### src/rtl/jump_base_responder_pkg.sv
// -----------------------------------------------------------------------------
// jump_base_responder_pkg
// Shared types and constants for the jump base responder: register index and
// data widths, and the encoding of the responder's control FSM.
// -----------------------------------------------------------------------------
package jump_base_responder_pkg;

    localparam int REG_IDX_W = 4;
    localparam int DATA_W    = 16;
    localparam int NUM_REGS  = 1 << REG_IDX_W;

    // Control FSM of the responder
    typedef enum logic [2:0] {
        ST_IDLE  = 3'd0,   // ready for a new request
        ST_CHECK = 3'd1,   // first look at the hazard state of the base register
        ST_WAIT  = 3'd2,   // base register has a pending write, wait for writeback
        ST_READ  = 3'd3,   // register-file read data arrives this cycle
        ST_RESP  = 3'd4    // one-cycle ready pulse to the fetch side
    } jbr_state_e;

endpackage

### src/rtl/jump_base_responder.sv
// -----------------------------------------------------------------------------
// jump_base_responder
// Supplies the base value for a register-indirect jump to the fetch-side jump
// handler. The base register is checked against the scoreboard; a matching
// writeback broadcast is forwarded directly, a busy register is waited on, and
// an idle register is read from the register file. R0 always reads as zero.
//
// Ports
//   clk                      rising-edge clock
//   rst_n                    asynchronous active-low reset
//   jreq_valid / jreq_reg    jump request and its base register index
//   jreq_ready               high only while idle (request can be accepted)
//   busy_vec                 scoreboard pending-write bit per register
//   rf_rd_en / rf_rd_addr    register-file read request (one-cycle pulse)
//   rf_rd_data               register-file data, valid the cycle after rf_rd_en
//   wb_valid/wb_reg/wb_data  writeback broadcast
//   flush                    cancels any outstanding request
//   jump_base_from_rf_0      registered base value, held until next capture
//   jump_base_rdy_from_rf_0  one-cycle pulse when the base value is valid
// -----------------------------------------------------------------------------
module jump_base_responder
    import jump_base_responder_pkg::*;
(
    input  logic                 clk,
    input  logic                 rst_n,
    input  logic                 jreq_valid,
    input  logic [REG_IDX_W-1:0] jreq_reg,
    output logic                 jreq_ready,
    input  logic [NUM_REGS-1:0]  busy_vec,
    output logic                 rf_rd_en,
    output logic [REG_IDX_W-1:0] rf_rd_addr,
    input  logic [DATA_W-1:0]    rf_rd_data,
    input  logic                 wb_valid,
    input  logic [REG_IDX_W-1:0] wb_reg,
    input  logic [DATA_W-1:0]    wb_data,
    input  logic                 flush,
    output logic [DATA_W-1:0]    jump_base_from_rf_0,
    output logic                 jump_base_rdy_from_rf_0
);

    jbr_state_e           state_q;
    jbr_state_e           state_d;
    logic [REG_IDX_W-1:0] idx_q;
    logic [REG_IDX_W-1:0] idx_d;
    logic [DATA_W-1:0]    data_q;
    logic [DATA_W-1:0]    data_d;

    logic                 wb_hit_s;
    logic                 idx_busy_s;
    logic                 idx_zero_s;
    logic                 rd_en_s;

    // Hazard compare against the captured base register index
    assign wb_hit_s   = wb_valid && (wb_reg == idx_q);
    assign idx_busy_s = busy_vec[idx_q];
    assign idx_zero_s = (idx_q == {REG_IDX_W{1'b0}});

    // Next-state, capture and read-issue decisions
    always_comb begin
        state_d = state_q;
        idx_d   = idx_q;
        data_d  = data_q;
        rd_en_s = 1'b0;

        if (flush) begin
            // Flush wins over acceptance, capture and read issue
            state_d = ST_IDLE;
        end else begin
            case (state_q)
                ST_IDLE: begin
                    if (jreq_valid) begin
                        idx_d   = jreq_reg;
                        state_d = ST_CHECK;
                    end else begin
                        state_d = ST_IDLE;
                    end
                end

                ST_CHECK: begin
                    if (idx_zero_s) begin
                        data_d  = {DATA_W{1'b0}};
                        state_d = ST_RESP;
                    end else if (wb_hit_s) begin
                        // Forwarding beats both the busy bit and a read
                        data_d  = wb_data;
                        state_d = ST_RESP;
                    end else if (idx_busy_s) begin
                        state_d = ST_WAIT;
                    end else begin
                        rd_en_s = 1'b1;
                        state_d = ST_READ;
                    end
                end

                ST_WAIT: begin
                    // No timeout: the writeback is guaranteed to arrive
                    if (wb_hit_s) begin
                        data_d  = wb_data;
                        state_d = ST_RESP;
                    end else if (!idx_busy_s) begin
                        rd_en_s = 1'b1;
                        state_d = ST_READ;
                    end else begin
                        state_d = ST_WAIT;
                    end
                end

                ST_READ: begin
                    data_d  = rf_rd_data;
                    state_d = ST_RESP;
                end

                ST_RESP: begin
                    state_d = ST_IDLE;
                end

                default: begin
                    state_d = ST_IDLE;
                end
            endcase
        end
    end

    // State, captured index and base value registers
    always_ff @(posedge clk or negedge rst_n) begin
        if (!rst_n) begin
            state_q <= ST_IDLE;
            idx_q   <= {REG_IDX_W{1'b0}};
            data_q  <= {DATA_W{1'b0}};
        end else begin
            state_q <= state_d;
            idx_q   <= idx_d;
            data_q  <= data_d;
        end
    end

    // The read address is driven only alongside the enable, zero otherwise
    assign rf_rd_en                = rd_en_s;
    assign rf_rd_addr              = rd_en_s ? idx_q : {REG_IDX_W{1'b0}};
    assign jreq_ready              = (state_q == ST_IDLE);
    assign jump_base_from_rf_0     = data_q;
    // A flush arriving in the response cycle suppresses the pulse
    assign jump_base_rdy_from_rf_0 = (state_q == ST_RESP) && !flush;

endmodule

### config.mk
export PLATFORM = sky130hd
export DESIGN_NAME = jump_base_responder
export DESIGN_NICKNAME = d
export VERILOG_FILES = /design/src/rtl/jump_base_responder_pkg.sv /design/src/rtl/jump_base_responder.sv
export SDC_FILE = /design/constraint.sdc
export NUM_CORES = 1
export LEC_CHECK = 0
export ABC_AREA = 0
export ABC_CLOCK_PERIOD_IN_PS = 3550
export CORE_MARGIN = 2
export CORE_UTILIZATION = 39
export DETAILED_ROUTE_END_ITERATION = 10
export PLACE_DENSITY = 0.92
export SLEW_MARGIN = 20
export SYNTH_ARGS = -nofsm -noshare
export SYNTH_HDL_FRONTEND = slang
export SYNTH_SLANG_ARGS = --single-unit
### constraint.sdc
create_clock -name clk -period 3.55 [get_ports clk]
set_input_delay 0.8875 -clock clk [delete_from_list [all_inputs] [get_ports clk]]
set_output_delay 0.8875 -clock clk [all_outputs]
set_load 0.05 [all_outputs]
==> results.txt, run 1 <==
After detailed routing, the number of remaining DRC violations is 0. The portion of netlist area occupied by mux cells is 0.109. The depth of the CTS H-tree came out at 1.

Data arrives at the worst endpoint at around 2.6 ns. Along the worst hold path, the cell count comes to 1. Entering global routing, the biggest net connects 24 pins. The worst register-to-register path begins at idx_q[0].

VDD sags by at most 0.739 mV. The worst slack at placement came out at -0.0444 ns. In this run the most critical hold path is launched from jump_base_from_rf_0[8].

The pre-antenna-repair detailed-routing pass consisted of 3 iterations. The mean post-synth cell area came out at roughly 13 sq um. The share of final-layout standard cells stronger than drive strength 1 came out at 0.212.

The count of endpoints failing hold in the final timing report came out at 0. In this run, post-CTS hold repair placed 0 buffers. The count of vias placed by the detailed router came out at 1214. The number of cells traversed by the worst register-to-register path is 5. The half-perimeter wire length of the detailed placement result came out at 3160 um. The tree built by TritonCTS fans out to 23 sinks.

The clock-pin slew of the registers on the worst-case setup and hold paths came out at ~0.12 ns. The share of synthesized area in the top cell type comes to 0.439. The ratio of routed vias to standard cells is approximately 5.2. In this run, CTS created clock tree buffers numbering 3. The flow ran to the end, and the final reports show no timing, DRC or antenna violations.

The areal power density over the cells came out at approximately 700 nW/um^2. The number of nets handed over by synthesis was 163. The wire length of the first global-routing pass is ~5700 um.

The number of buffers on the longest clock path came out at 2. The final critical-path required period came out at between 3 and 4 ns. The compound-gate portion of the synthesized area came out at 0.269. The tree is rooted in a sky130_fd_sc_hd__clkbuf_4. TritonCTS built the clock tree.

The data required time of the critical path came out at about 2.7 ns. The placeable core region is 3280 sq um. The total power after layout is between 1.5 and 2 mW. By area the synthesized netlist is led by sky130_fd_sc_hd__dfrtp_1, sky130_fd_sc_hd__a21o_1, sky130_fd_sc_hd__a22o_1, sky130_fd_sc_hd__a22o_2, sky130_fd_sc_hd__mux4_1. The die is approximately 62 um tall. The distinct cell type count after synthesis came out at 34.

The overall die width came out at between 60 and 70 um. Max-cap violations in this run came to 0. The met1 wire length came out at approximately 1400 um. The hold-critical path endpoint is jump_base_from_rf_0[8]. The clock latency reported for the late side of the worst-skew pair came out at 0.31 ns.

The critical path starts at wb_reg[1]. The number of synthesized flops with an enable pin is 0. The final wirelength came out at 3860 um.

The final period utilization is 0.982. The fraction of the mapped netlist area in adder cells came out at 0. In the synthesized netlist the dominant register cell turns out to be sky130_fd_sc_hd__dfrtp_1. The fmax came out at roughly 290 MHz. The layout net count came out at roughly 250. The worst slew slack as a fraction of its limit came out at 0.620. The setup slack after layout came out at roughly 0.064 ns.

The most common cell in the synthesized netlist is sky130_fd_sc_hd__dfrtp_1. The worst setup path is launched from an input port. The actual transition at the worst max-transition pin is 0.569 ns. The standard-cell row count came out at 21.

For this design the top-level I/O count stands at 84. The proportion of synthesized flip-flops having asynchronous set or reset is 1.00. Synthesis produced 102 cells.

In this run the cell area of the synthesized design comes to 1310 sq um. The number of global-route vias before repair came out at between 1000 and 1500. The dominant combinational cell family by area after synthesis is compound AO/OA/AOI/OAI gates. The antenna diode count is 0. The initial DRC count is 34. At the end of routability-driven placement, the weighted congestion stood at between 0.7 and 0.8. The final-report max-slew violation count is 0.

The global-route total usage across every layer came out at 0.206. The clock arrives with roughly 0.0013 ns of skew. The tightest min-delay check is of the reg -> reg type. The routed design uses 2270 um of met2 wire. The flop-to-flop setup slack is 1.45 ns. The critical path in this run is classified as in -> out. The total congestion overflow after global routing came out at 0. The final core utilization came out at 0.696. In this run the top signal layer used is met4. In the final routed layout, each cell accounts on average for between 15 and 20 um. The number of antenna violations at the first check in global routing came out at 0. From synthesis to final layout, the design area changed by 74.3%. The amount of wire on met3 after detailed routing came out at about 170 um. The number of input and output port buffers inserted came out at 83. In this run the critical register-to-register path is captured at jump_base_from_rf_0[13].

The share of the synthesized netlist area taken by xor and xnor gates came out at 0.0267. Once detail routing completed, the nets flagged for antenna violations numbered 0. The starting utilization of the core area is 0.400.

Along the worst path, the maximum fanout reaches 5. The cell type with the largest total area after synthesis is sky130_fd_sc_hd__dfrtp_1. The analysis attributes to cell leakage a power of roughly 1.1 nW. STA classifies the critical path endpoint as an output port. The flop and latch count out of synthesis is 23.

The floorplan die area is slightly below 4000 sq um. The Yosys warning count came out at 0. The final-report setup violation count is 0. The sequential cell area fraction in the yosys report is 0.439. Of the total synthesized cell area, the portion taken by AND, OR, NAND and NOR gates is 0.101. The commonest cells after synthesis are sky130_fd_sc_hd__dfrtp_1, sky130_fd_sc_hd__a21o_1, sky130_fd_sc_hd__a22o_1.
## logic make-up (layout without fill, tap and decap cells)
family / Yosys count / count (layout)
AOI/OAI and AO/OA: 39 / 39
xor gates and xnor gates: 4 / 4
buffers and inverters: 9 / 96
DFF: 23 / 23
muxes: 8 / 8
and+or+nand+nor: 19 / 19
## critical path: stages
cell and delay, ns:
sky130_fd_sc_hd__clkdlybuf4s50_1 0.47, sky130_fd_sc_hd__xor2_1 0.17, sky130_fd_sc_hd__nor3_2 0.09, sky130_fd_sc_hd__a2111oi_4 0.36, sky130_fd_sc_hd__o31a_1 0.29, sky130_fd_sc_hd__and2_4 0.19
sky130_fd_sc_hd__buf_12 0.13
## cells in the final DEF (no fill, tap or decap), types with 2 or more instances in the layout
master | synthesis | routed
sky130_fd_sc_hd__dfrtp_1 | 23 | 23
sky130_fd_sc_hd__mux2_2 | 4 | 4
sky130_fd_sc_hd__a21o_1 | 16 | 16
sky130_fd_sc_hd__and2_4 | 0 | 3
sky130_fd_sc_hd__buf_4 | 3 | 9
sky130_fd_sc_hd__clkbuf_4 | 0 | 3
sky130_fd_sc_hd__xor2_1 | 3 | 3
sky130_fd_sc_hd__buf_12 | 0 | 5
sky130_fd_sc_hd__mux4_1 | 2 | 2
sky130_fd_sc_hd__clkdlybuf4s50_1 | 0 | 75
sky130_fd_sc_hd__nor3_1 | 3 | 2
sky130_fd_sc_hd__a22o_1 | 10 | 10
sky130_fd_sc_hd__nand2b_1 | 3 | 3
sky130_fd_sc_hd__mux4_2 | 2 | 2
sky130_fd_sc_hd__a22o_2 | 6 | 6
## layer usage
metal | GRT usage | vias up
li1 | - | 570
met1 | 0.224 | 601
met2 | 0.388 | 38
met3 | 0.0538 | 5
met4 | 0.0608 | 0
met5 | 0 | -
## worst max-delay path by stage
stage | end | slack [ns] | cells past startpoint
floorplan | rf_rd_addr[1] | 0.002 | 5
global route | rf_rd_addr[2] | -0.01 | 7
detailed placement | rf_rd_addr[1] | -0.04 | 7
finish | rf_rd_addr[1] | 0.06 | 7
CTS | rf_rd_addr[1] | 0.01 | 7
global placement | rf_rd_addr[1] | 0.05 | 7
## state kept, by name, indices dropped and copies added, names as in the netlist
signal               count
jump_base_from_rf_0     16
idx_q                    4
state_q                  3
## cell type report
cell class	count	area, sq um
Fill cell	253	997
Timing Repair Buffer	91	936
Multi-Input combinational cell	70	687
Sequential cell	23	576
Tap cell	46	57.6
Clock buffer	3	22.5
Clock inverter	1	5.00
Inverter	1	3.75
## through the flow
step	std cells	area, sq um	hold slack, ns	TNS [ns]
global route	235	2290	0.505	-0.0170
CTS	233	2260	0.492	0
finish	235	2290	0.488	0
detailed placement	228	2220	0.464	-0.0906
floorplan	102	1310	0.462	0
global placement	228	2220	0.456	0
## repair_timing
item,4_1_cts,5_1_grt
setup buffers,1,2
hold endpoints to repair,0,0
endpoints found under the setup margin,3,4
pin swaps,0,2
resized for setup,1,5
gates cloned,0,0
## where the power goes
part | switching, mW | internal, mW
clock | 0.0761 | 0.0421
combinational | 0.532 | 0.464
sequential | 0.141 | 0.367
total | 0.749 | 0.873
(Power assumes the default switching activity.)
==> run 2: changes to the inputs <==
Settings changed: CAP_MARGIN set to 15.
==> results of run 2 <==
The final DEF is identical to that of run 1; final timing and power are the same.
==> RTL change: new RTL, flow settings as in run 1 <==
Re-encode `jbr_state_e` (5 states) as Gray code, 3 bits wide.
--- a/src/rtl/jump_base_responder_pkg.sv
+++ b/src/rtl/jump_base_responder_pkg.sv
@@ -11,11 +11,11 @@
 
     // Control FSM of the responder
     typedef enum logic [2:0] {
-        ST_IDLE  = 3'd0,   // ready for a new request
-        ST_CHECK = 3'd1,   // first look at the hazard state of the base register
-        ST_WAIT  = 3'd2,   // base register has a pending write, wait for writeback
-        ST_READ  = 3'd3,   // register-file read data arrives this cycle
-        ST_RESP  = 3'd4    // one-cycle ready pulse to the fetch side
+        ST_IDLE  = 3'b000,   // ready for a new request
+        ST_CHECK = 3'b001,   // first look at the hazard state of the base register
+        ST_WAIT  = 3'b011,   // base register has a pending write, wait for writeback
+        ST_READ  = 3'b010,   // register-file read data arrives this cycle
+        ST_RESP  = 3'b110    // one-cycle ready pulse to the fetch side
     } jbr_state_e;
 
 endpackage
Function: no difference found for any inputs over 10 cycles, from zero or initial values and one cycle with rst_n low; not proved beyond that.
==> RTL change against run 1 <==
- power is 2.5% higher
- critical endpoint is now rf_rd_addr[2]
- core utilization is 2.5 points higher
- synthesized area fell by 4.8%
- via count is 6.0% higher
- sequential share of layout area up 0.99 points
- sequential cell count stayed put
- worst setup slack got worse by 0.017 ns
- clock power is 9% higher
- clock skew grew 0.0010 ns
- final area down 3.8%
- first-iteration DRC count increased to 2.9 times the old value
- routed wire length up 12%
==> RTL change: results (changes against run 1) <==
| Metric | Value |
|---|---|
| Outcome | completed |
| Root Buffer | clkbuf_4 |
| Total number of vias | 1287 (+6.0%) |
| Synthesized-area fraction occupied by adder cells | 0 (unchanged) |
| CTS H-tree lvls | 1 (unchanged) |
| Synth cell count leaders | 23 x dfrtp_1, 16 x a221o_1, 10 x and3_1 |
| VDD IR max | 0.000400 V (-46%) |
| Register area share after synthesis | 0.460 (+0.0219) |
| Worst Path Max Fanout | 4 (-1) |
| Number of global-route vias before repair | 1398 (+12%) |
| Worst Clk Skew | 0.00229 ns (+0.00101 ns) |
| First drt pass iteration count | 4 (+1) |
| Max reg flops | 16 (unchanged) |
| R2r worst-path depth | 5 (unchanged) |
| Worst r2r src | idx_q[2]$_DFFE_PN0P_ |
| R2R Setup Slk | 1.41 ns (-0.04 ns) |
| Post-synthesis xor/xnor area fraction | 0.0280 (+0.00134) |
| Residual DRC | 0 (unchanged) |
| Static leakage | 0.000964 µW (-9.9%) |
| Yosys cell types | 30 (-12%) |
| Top cells by area, synth | dfrtp_1 46%, a221o_1 13%, mux4_1 8.4%, and3_1 5.0%, and3_2 3.6% |
| Yosys warns | 0 (unchanged) |
| Postcts setup bufs | 0 (-1) |
| Nets | 246 (-2.0%) |
| Syn nets | 161 (-1.2%) |
| Clock latency at the later pin of the worst-skew pair | 0.33 ns (+0.02 ns) |
| Post-DP HPWL | 3380 µm (+6.9%) |
| Compound-gate portion of the synthesized area | 0.177 (-0.0917) |
| Antenna cells | 0 (unchanged) |
| DRT iter0 DRCs | 100 (+190%) |
| GP Congestion | 0.760 (+2.3%) |
| Fill count | 223 (-12%) |
| Arr. time, crit path | 2.61 ns (about the same) |
| Max transition margin | 0.509 (-0.111) |
| CP max-delay cell | mux4_1 |
| Wire per inst | 18.9 µm (+15%) |
| Slowest cell delay on critical path | 0.49 ns (+0.02 ns) |
| Total Routing Usage GR | 0.256 (+0.0502) |
| Port buffer count | 83 (unchanged) |
| Worst hold path class | in -> async |
| Global-route wire length before repair | 6700 µm (+18%) |
| Post-synthesis mux area share | 0.128 (+0.0195) |
| Share of post-route cells with drive strength above 1 | 0.196 (-0.0160) |
| Top Family by Delay on Critical Path | compound AO/OA/AOI/OAI gates |
[RTL change: what timing repair did]
item,CTS,global route
setup endpoints to repair,4,4
hold endpoints to repair,0,0
pin swaps,2,3
hold buffers,0,0
resized for setup,8,3
[RTL change: how the worst max path moves through the flow]
stage	start	endpoint	slack [ns]	depth (start not counted)
2_1_floorplan	busy_vec[1]	rf_rd_addr[0]	0.11	5
6_report	busy_vec[3]	rf_rd_addr[2]	0.05	6
5_1_grt	busy_vec[3]	rf_rd_addr[2]	0.002	6
3_5_place_dp	busy_vec[1]	rf_rd_addr[2]	-0.15	7
3_3_place_gp	busy_vec[1]	rf_rd_addr[0]	-0.03	7
4_1_cts	busy_vec[3]	rf_rd_addr[2]	0.06	6
[RTL change: power by group]
| part | switching, µW | leakage [µW] | internal, µW |
|---|---|---|---|
| combinational | 575 | 0.000649 | 452 |
| sequential | 130 | 0.000298 | 377 |
| clock | 86.2 | 0.0000177 | 42.4 |
[RTL change: final cells by class]
cell class                 instances  area share
clock inverter                     1     0.00227
inverter                           1     0.00171
multi-input combinational         69       0.291
timing repair buffer              87       0.408
clock buffer                       3      0.0102
sequential                        23       0.262
tap                               44      0.0250
[RTL change: per-layer routing]
layer	global-route usage	up-vias	wire, µm
met2	0.465	66	2210
li1	-	567	-
met3	0.0896	17	368
met5	0	-	0
met4	0.0932	0	116
met1	0.273	637	1620
[RTL change: through the flow]
step / cells / hold slack, ns / setup slack, ns / setup TNS [ns] / area (µm²)
2_1_floorplan: 100 / 0.540 / 0.110 / 0 / 1260
3_3_place_gp: 224 / 0.497 / -0.0334 / -0.0991 / 2180
3_5_place_dp: 224 / 0.500 / -0.154 / -0.541 / 2180
4_1_cts: 228 / 0.531 / 0.0557 / 0 / 2210
5_1_grt: 228 / 0.532 / 0.00176 / 0 / 2200
6_report: 228 / 0.510 / 0.0478 / 0 / 2200
[RTL change: cell families after synthesis]
logic type	after synthesis
compound gates	23
xor+xnor	4
buf+inv	8
flops	23
mux	9
simple gates	33
